File: config.mk
export PLATFORM = sky130hd
export DESIGN_NAME = ps2_host_tx
export DESIGN_NICKNAME = d
export VERILOG_FILES = /design/src/rtl/ps2_host_tx.sv
export SDC_FILE = /design/constraint.sdc
export NUM_CORES = 1
export LEC_CHECK = 0
export CAP_MARGIN = 20
export CORE_MARGIN = 2
export CORE_UTILIZATION = 40
export DETAILED_ROUTE_END_ITERATION = 6
export MAX_ROUTING_LAYER = met4
export PLACE_DENSITY = 0.69
export SLEW_MARGIN = 15
export SYNTH_ARGS = -nofsm -noshare
export SYNTH_HDL_FRONTEND = slang
export SYNTH_SLANG_ARGS = --single-unit
File: constraint.sdc
create_clock -name clk -period 2.6 [get_ports clk]
set_input_delay 0.26 -clock clk [delete_from_list [all_inputs] [get_ports clk]]
set_output_delay 0.26 -clock clk [all_outputs]
set_load 0.01 [all_outputs]
File: src/rtl/ps2_host_tx.sv
// ps2_host_tx: host-to-device PS/2 command transmitter driving open-drain line enables
module ps2_host_tx #(
    parameter int CLK_HZ     = 50_000_000,
    parameter int INHIBIT_US = 100,
    parameter int TIMEOUT_MS = 20
) (
    input  logic       clk,
    input  logic       reset_n,
    input  logic       ps2_kbd_clk,
    input  logic       ps2_kbd_data,
    output logic       ps2_clk_oe,
    output logic       ps2_dat_oe,
    input  logic [7:0] tx_data,
    input  logic       tx_valid,
    output logic       tx_ready,
    output logic       busy,
    output logic       tx_done,
    output logic       tx_error
);
    localparam int INHIBIT_CYC = CLK_HZ / 1_000_000 * INHIBIT_US;
    localparam int TIMEOUT_CYC = CLK_HZ / 1000 * TIMEOUT_MS;
    localparam int MAX_CYC     = TIMEOUT_CYC > INHIBIT_CYC ? TIMEOUT_CYC : INHIBIT_CYC;
    localparam int CW          = $clog2(MAX_CYC + 1);
    typedef enum logic [2:0] {IDLE, INHIBIT, RTS, DATA, PARITY, STOP, ACK, WAITIDLE} state_t;
    state_t        state_q;
    logic [1:0]    clk_sync_q, dat_sync_q;
    logic [3:0]    hist_q;
    logic [CW-1:0] cnt_q;
    logic [2:0]    bit_q;
    logic [7:0]    byte_q;
    logic          clk_oe_q, dat_oe_q, ready_q, done_q, error_q;
    logic          clk_s, dat_s, fall, expired;
    assign clk_s      = clk_sync_q[1];
    assign dat_s      = dat_sync_q[1];
    assign fall       = hist_q == 4'b0001;
    assign expired    = cnt_q == CW'(TIMEOUT_CYC - 1);
    assign ps2_clk_oe = clk_oe_q;
    assign ps2_dat_oe = dat_oe_q;
    assign tx_ready   = ready_q;
    assign busy       = ~ready_q;
    assign tx_done    = done_q;
    assign tx_error   = error_q;
    always_ff @(posedge clk) begin
        if (!reset_n) begin
            clk_sync_q <= 2'b11;
            dat_sync_q <= 2'b11;
            hist_q     <= 4'b1111;
        end else begin
            clk_sync_q <= {clk_sync_q[0], ps2_kbd_clk};
            dat_sync_q <= {dat_sync_q[0], ps2_kbd_data};
            hist_q     <= {clk_s, hist_q[3:1]};
        end
    end
    always_ff @(posedge clk) begin
        if (!reset_n) begin
            state_q  <= IDLE;
            clk_oe_q <= 1'b0;
            dat_oe_q <= 1'b0;
            ready_q  <= 1'b1;
            done_q   <= 1'b0;
            error_q  <= 1'b0;
            cnt_q    <= '0;
            bit_q    <= '0;
            byte_q   <= '0;
        end else begin
            done_q  <= 1'b0;
            error_q <= 1'b0;
            cnt_q   <= cnt_q + 1'b1;
            case (state_q)
                IDLE: begin
                    cnt_q   <= '0;
                    ready_q <= 1'b1;
                    if (tx_valid && ready_q && clk_s) begin
                        byte_q   <= tx_data;
                        ready_q  <= 1'b0;
                        clk_oe_q <= 1'b1;
                        state_q  <= INHIBIT;
                    end
                end
                INHIBIT: if (cnt_q == CW'(INHIBIT_CYC - 1)) begin
                    dat_oe_q <= 1'b1;
                    cnt_q    <= '0;
                    state_q  <= RTS;
                end
                // timeout runs from RTS onward and takes priority over any coincident fall
                default: if (expired) begin
                    clk_oe_q <= 1'b0;
                    dat_oe_q <= 1'b0;
                    error_q  <= 1'b1;
                    state_q  <= IDLE;
                end else begin
                    case (state_q)
                        RTS: begin
                            clk_oe_q <= 1'b0;
                            bit_q    <= '0;
                            state_q  <= DATA;
                        end
                        DATA: if (fall) begin
                            dat_oe_q <= ~byte_q[bit_q];
                            bit_q    <= bit_q + 3'd1;
                            state_q  <= bit_q == 3'd7 ? PARITY : DATA;
                        end
                        PARITY: if (fall) begin
                            dat_oe_q <= ^byte_q;
                            state_q  <= STOP;
                        end
                        STOP: if (fall) begin
                            dat_oe_q <= 1'b0;
                            state_q  <= ACK;
                        end
                        ACK: if (fall) begin
                            error_q <= dat_s;
                            state_q <= dat_s ? IDLE : WAITIDLE;
                        end
                        WAITIDLE: if (clk_s && dat_s) begin
                            done_q  <= 1'b1;
                            state_q <= IDLE;
                        end
                        default: ;
                    endcase
                end
            endcase
        end
    end
endmodule
==> impl_results.md, run 1 <==
- Core ar.: 5820 sq um
- Main synth FF type: dfxtp_1
- Crit. End Element: flip-flop
- TritonRoute pass-1 iters: 4
- DR vias: 1747
- CP max FO: 10
- Post-CTS setup buffer count: 0
- DRT iter0 DRCs: 95
- Ant. Diodes: 0
- I/O pins: 19
- Skew-Pair Late Insertion Delay: 0.30 ns
- Asr flop ratio synth: 0
- Post-Syn Area: 2370 sq um
- Final wirelength: 4480 microns
- Nets: 283
- Relative slew slack: 0.588
- Seq cells post-synth: 47
- Crit path required time: 2.80 ns
- Flop pwr share: 0.431
- FILL cells: 574
- Maximum VDD drop: 0.000346 V
- H-tree levels: 2
- Initial antenna violation count: 0
- Avg WL per Cell: 13.1 microns
- Via density: 5.09
- Reg2Reg Setup Slack: 0.37 ns
- Worst hold path depth: 1
- Layout Skew: 0.0117 ns
- Tightest Pin Transition: 0.613 ns
- Setup TNS: 0 ns
- Total Power: 0.00194 W
- Clk buf depth: 2
- Mapped Nets: 268
- Reg2reg end: state_q[1]
- Sw Ratio: 0.310
- Global route overflow: 0
- CTS Buf Count: 5
- Critical path class: flip-flop to flip-flop
- Clock power share: 0.276
- Seq/Total Area, Yosys: 0.397
- Leak: 1.01 nW
- DP Cell Count: 335
- Total net switching power: 0.000601 W
- Final hold violations: 0
- RSZ-0062 raised after global routing: no
- Initial core utilization: 0.407
- Max frequency: 449 MHz
- Fin. max-slew vios: 0
- Synth Instances: 252
- Area growth syn-to-layout: 14.3%
- Comb pwr share: 0.292
- Clock root buffer: clkbuf_8
- Hold_sp: dat_sync_q[0]
- First-pass GRT wire length: 7920 microns
- IO buf count: 18
- CP arrival: 2.42 ns
- Final Setup Violations: 0
- Routability cong.: 0.850
- Non-Filler Instances: 343
- Min-delay worst type: flip-flop to flip-flop
- Vias in the first global route: 1723
- Routed Antenna Nets: 0
- Synth Warn #: 0
- Netlist cell types: 49
- Share of cells above drive strength 1: 0.119
- Cts hold-fix bufs: 0
- Worst Hold End: dat_sync_q[1]
- Die Wd: 81.0 microns
- Final core occ: 0.466
- CTS tree: built
- Die Y: 81.0 microns
- Worst R2R Start: cnt_q[10]
- Clk slew on worst S/H paths: 0.09 ns
- Dpl hpwl: 3140 microns
- Total track usage: 0.158
- Post-route clock period utilization: 0.856
- Clock sink count: 47
- Worst reg-to-reg path cell count: 6
- Pin count of the biggest net entering global routing: 32
- Syn Area/Cell: 9.40 sq um
- Floorplan row count: 28
- Outcome: completed
- DRC: 0
- Die ar.: 6550 sq um
- Post-CTS resize count: 0
- Cell internal pwr: 0.00134 W
- Max_cap viols: 0
- Minimum clock period: 2.23 ns
- Startpoint types: flip-flop
- Pwr Density: 716 nW/um^2
- Number of synthesized flops with an enable pin: 0
how the worst max path moves through the flow:
stage          slack (ns)       from  cells past startpoint         end
6_report             0.37  cnt_q[10]                      6  state_q[1]
2_1_floorplan        0.52   cnt_q[0]                      8   cnt_q[13]
4_1_cts              0.36  cnt_q[10]                      6    bit_q[2]
3_3_place_gp         0.43  cnt_q[10]                      6    bit_q[2]
3_5_place_dp         0.39  cnt_q[10]                      6    bit_q[1]
5_1_grt              0.21  cnt_q[10]                      6    bit_q[1]
cell type report:
class | count | area (sq um) | area share
clock inverter | 3 | 43.8 | 0.0162
inverter | 3 | 11.3 | 0.00416
clock buffer | 5 | 68.8 | 0.0254
multi-input combinational | 189 | 1350 | 0.497
tap | 75 | 93.8 | 0.0347
sequential | 47 | 941 | 0.348
timing repair buffer | 21 | 203 | 0.0749
kinds of logic (layout without fill, tap and decap cells):
| group | after synthesis | after routing | synth area share |
|---|---|---|---|
| AOI/OAI and AO/OA | 28 | 28 | 0.0898 |
| xor gates and xnor gates | 25 | 25 | 0.0924 |
| adders and majority gates | 3 | 3 | 0.0158 |
| buffers and inverters | 16 | 32 | 0.0343 |
| DFF | 47 | 47 | 0.397 |
| muxes | 15 | 15 | 0.0740 |
| and+or+nand+nor | 118 | 118 | 0.296 |
cell usage in the layout (no fill, tap or decap), types with 2 or more instances in the layout:
master           netlist  routed
mux2i_1               13      13
or4b_1                 2       2
clkdlybuf4s50_1        0      18
clkbuf_8               0       5
xor2_1                13      13
inv_1                  3       3
nand3_1               11      11
mux4_2                 2       2
and3_1                 6       6
nand2_1               14      14
nand4_1                6       6
xnor2_1               12      12
nor3_1                 5       5
or4_1                  2       2
buf_4                  1       3
ha_1                   3       3
nor2_1                23      23
a21oi_1                6       6
and2_1                 2       2
o21ai_0                9       9
nor2b_1               13      13
nor2_2                10      10
dfxtp_1               47      47
nand2b_1              12      12
o221ai_1               2       2
worst max-delay path: stages (launching register included):
cell and delay (ns):
dfxtp_1 0.37, or4_1 0.53, nor4_1 0.27, and3_1 0.44, a2bb2oi_4 0.21, o221ai_1 0.14
o211a_1 0.17
state kept, by name, summed over array words and instances, names as in the netlist:
register,count
tx_error,1
hist_q,4
byte_q,8
ps2_clk_oe,1
tx_ready,1
ps2_dat_oe,1
state_q,3
clk_sync_q,2
dat_sync_q,2
cnt_q,20
bit_q,3
tx_done,1
power groups by stage:
stage               Sequential, W  Combinational, W  Clock (W)
floorplan                0.000845          0.000453          0
global placement         0.000851          0.000568          0
detailed placement       0.000853          0.000572          0
CTS                      0.000837          0.000574   0.000552
global route             0.000844          0.000633   0.000595
finish                   0.000836          0.000567   0.000536
metrics by stage:
| step | cell area, sq um | setup WS (ns) | hold slack, ns |
|---|---|---|---|
| floorplan | 2370 | 0.516 | 0.361 |
| global placement | 2590 | 0.432 | 0.393 |
| detailed placement | 2590 | 0.389 | 0.398 |
| CTS | 2710 | 0.361 | 0.423 |
| global route | 2710 | 0.209 | 0.441 |
| finish | 2710 | 0.375 | 0.416 |
synth_stat cells (2+ instances only):
master / number / area share
dfxtp_1: 47 / 0.40
nor2_1: 23 / 0.036
nand2_1: 14 / 0.022
mux2i_1: 13 / 0.055
nor2b_1: 13 / 0.034
xor2_1: 13 / 0.048
nand2b_1: 12 / 0.032
xnor2_1: 12 / 0.044
nand3_1: 11 / 0.023
clkbuf_1: 10 / 0.016
nor2_2: 10 / 0.026
o21ai_0: 9 / 0.019
a21oi_1: 6 / 0.013
and3_1: 6 / 0.016
nand4_1: 6 / 0.016
nor3_1: 5 / 0.011
ha_1: 3 / 0.016
inv_1: 3 / 0.0048
and2_1: 2 / 0.0053
mux4_2: 2 / 0.019
o221ai_1: 2 / 0.0074
or4_1: 2 / 0.0063
or4b_1: 2 / 0.0085
per-layer routing:
layer  routed length [microns]  vias to the layer above  global-route usage
met1                      2140                      817               0.205
met2                      2150                       25               0.249
met5                         0                        -                   -
li1                          -                      901                   -
met3                       147                        4              0.0378
met4                        35                        0              0.0390
Power figures use the tool's default switching activity.
==> inputs of run 2 (changes only) <==
HOLD_SLACK_MARGIN = 0.08   (was not set)
==> results of run 2 <==
No change in the layout: final DEF, timing and power equal those of run 1.
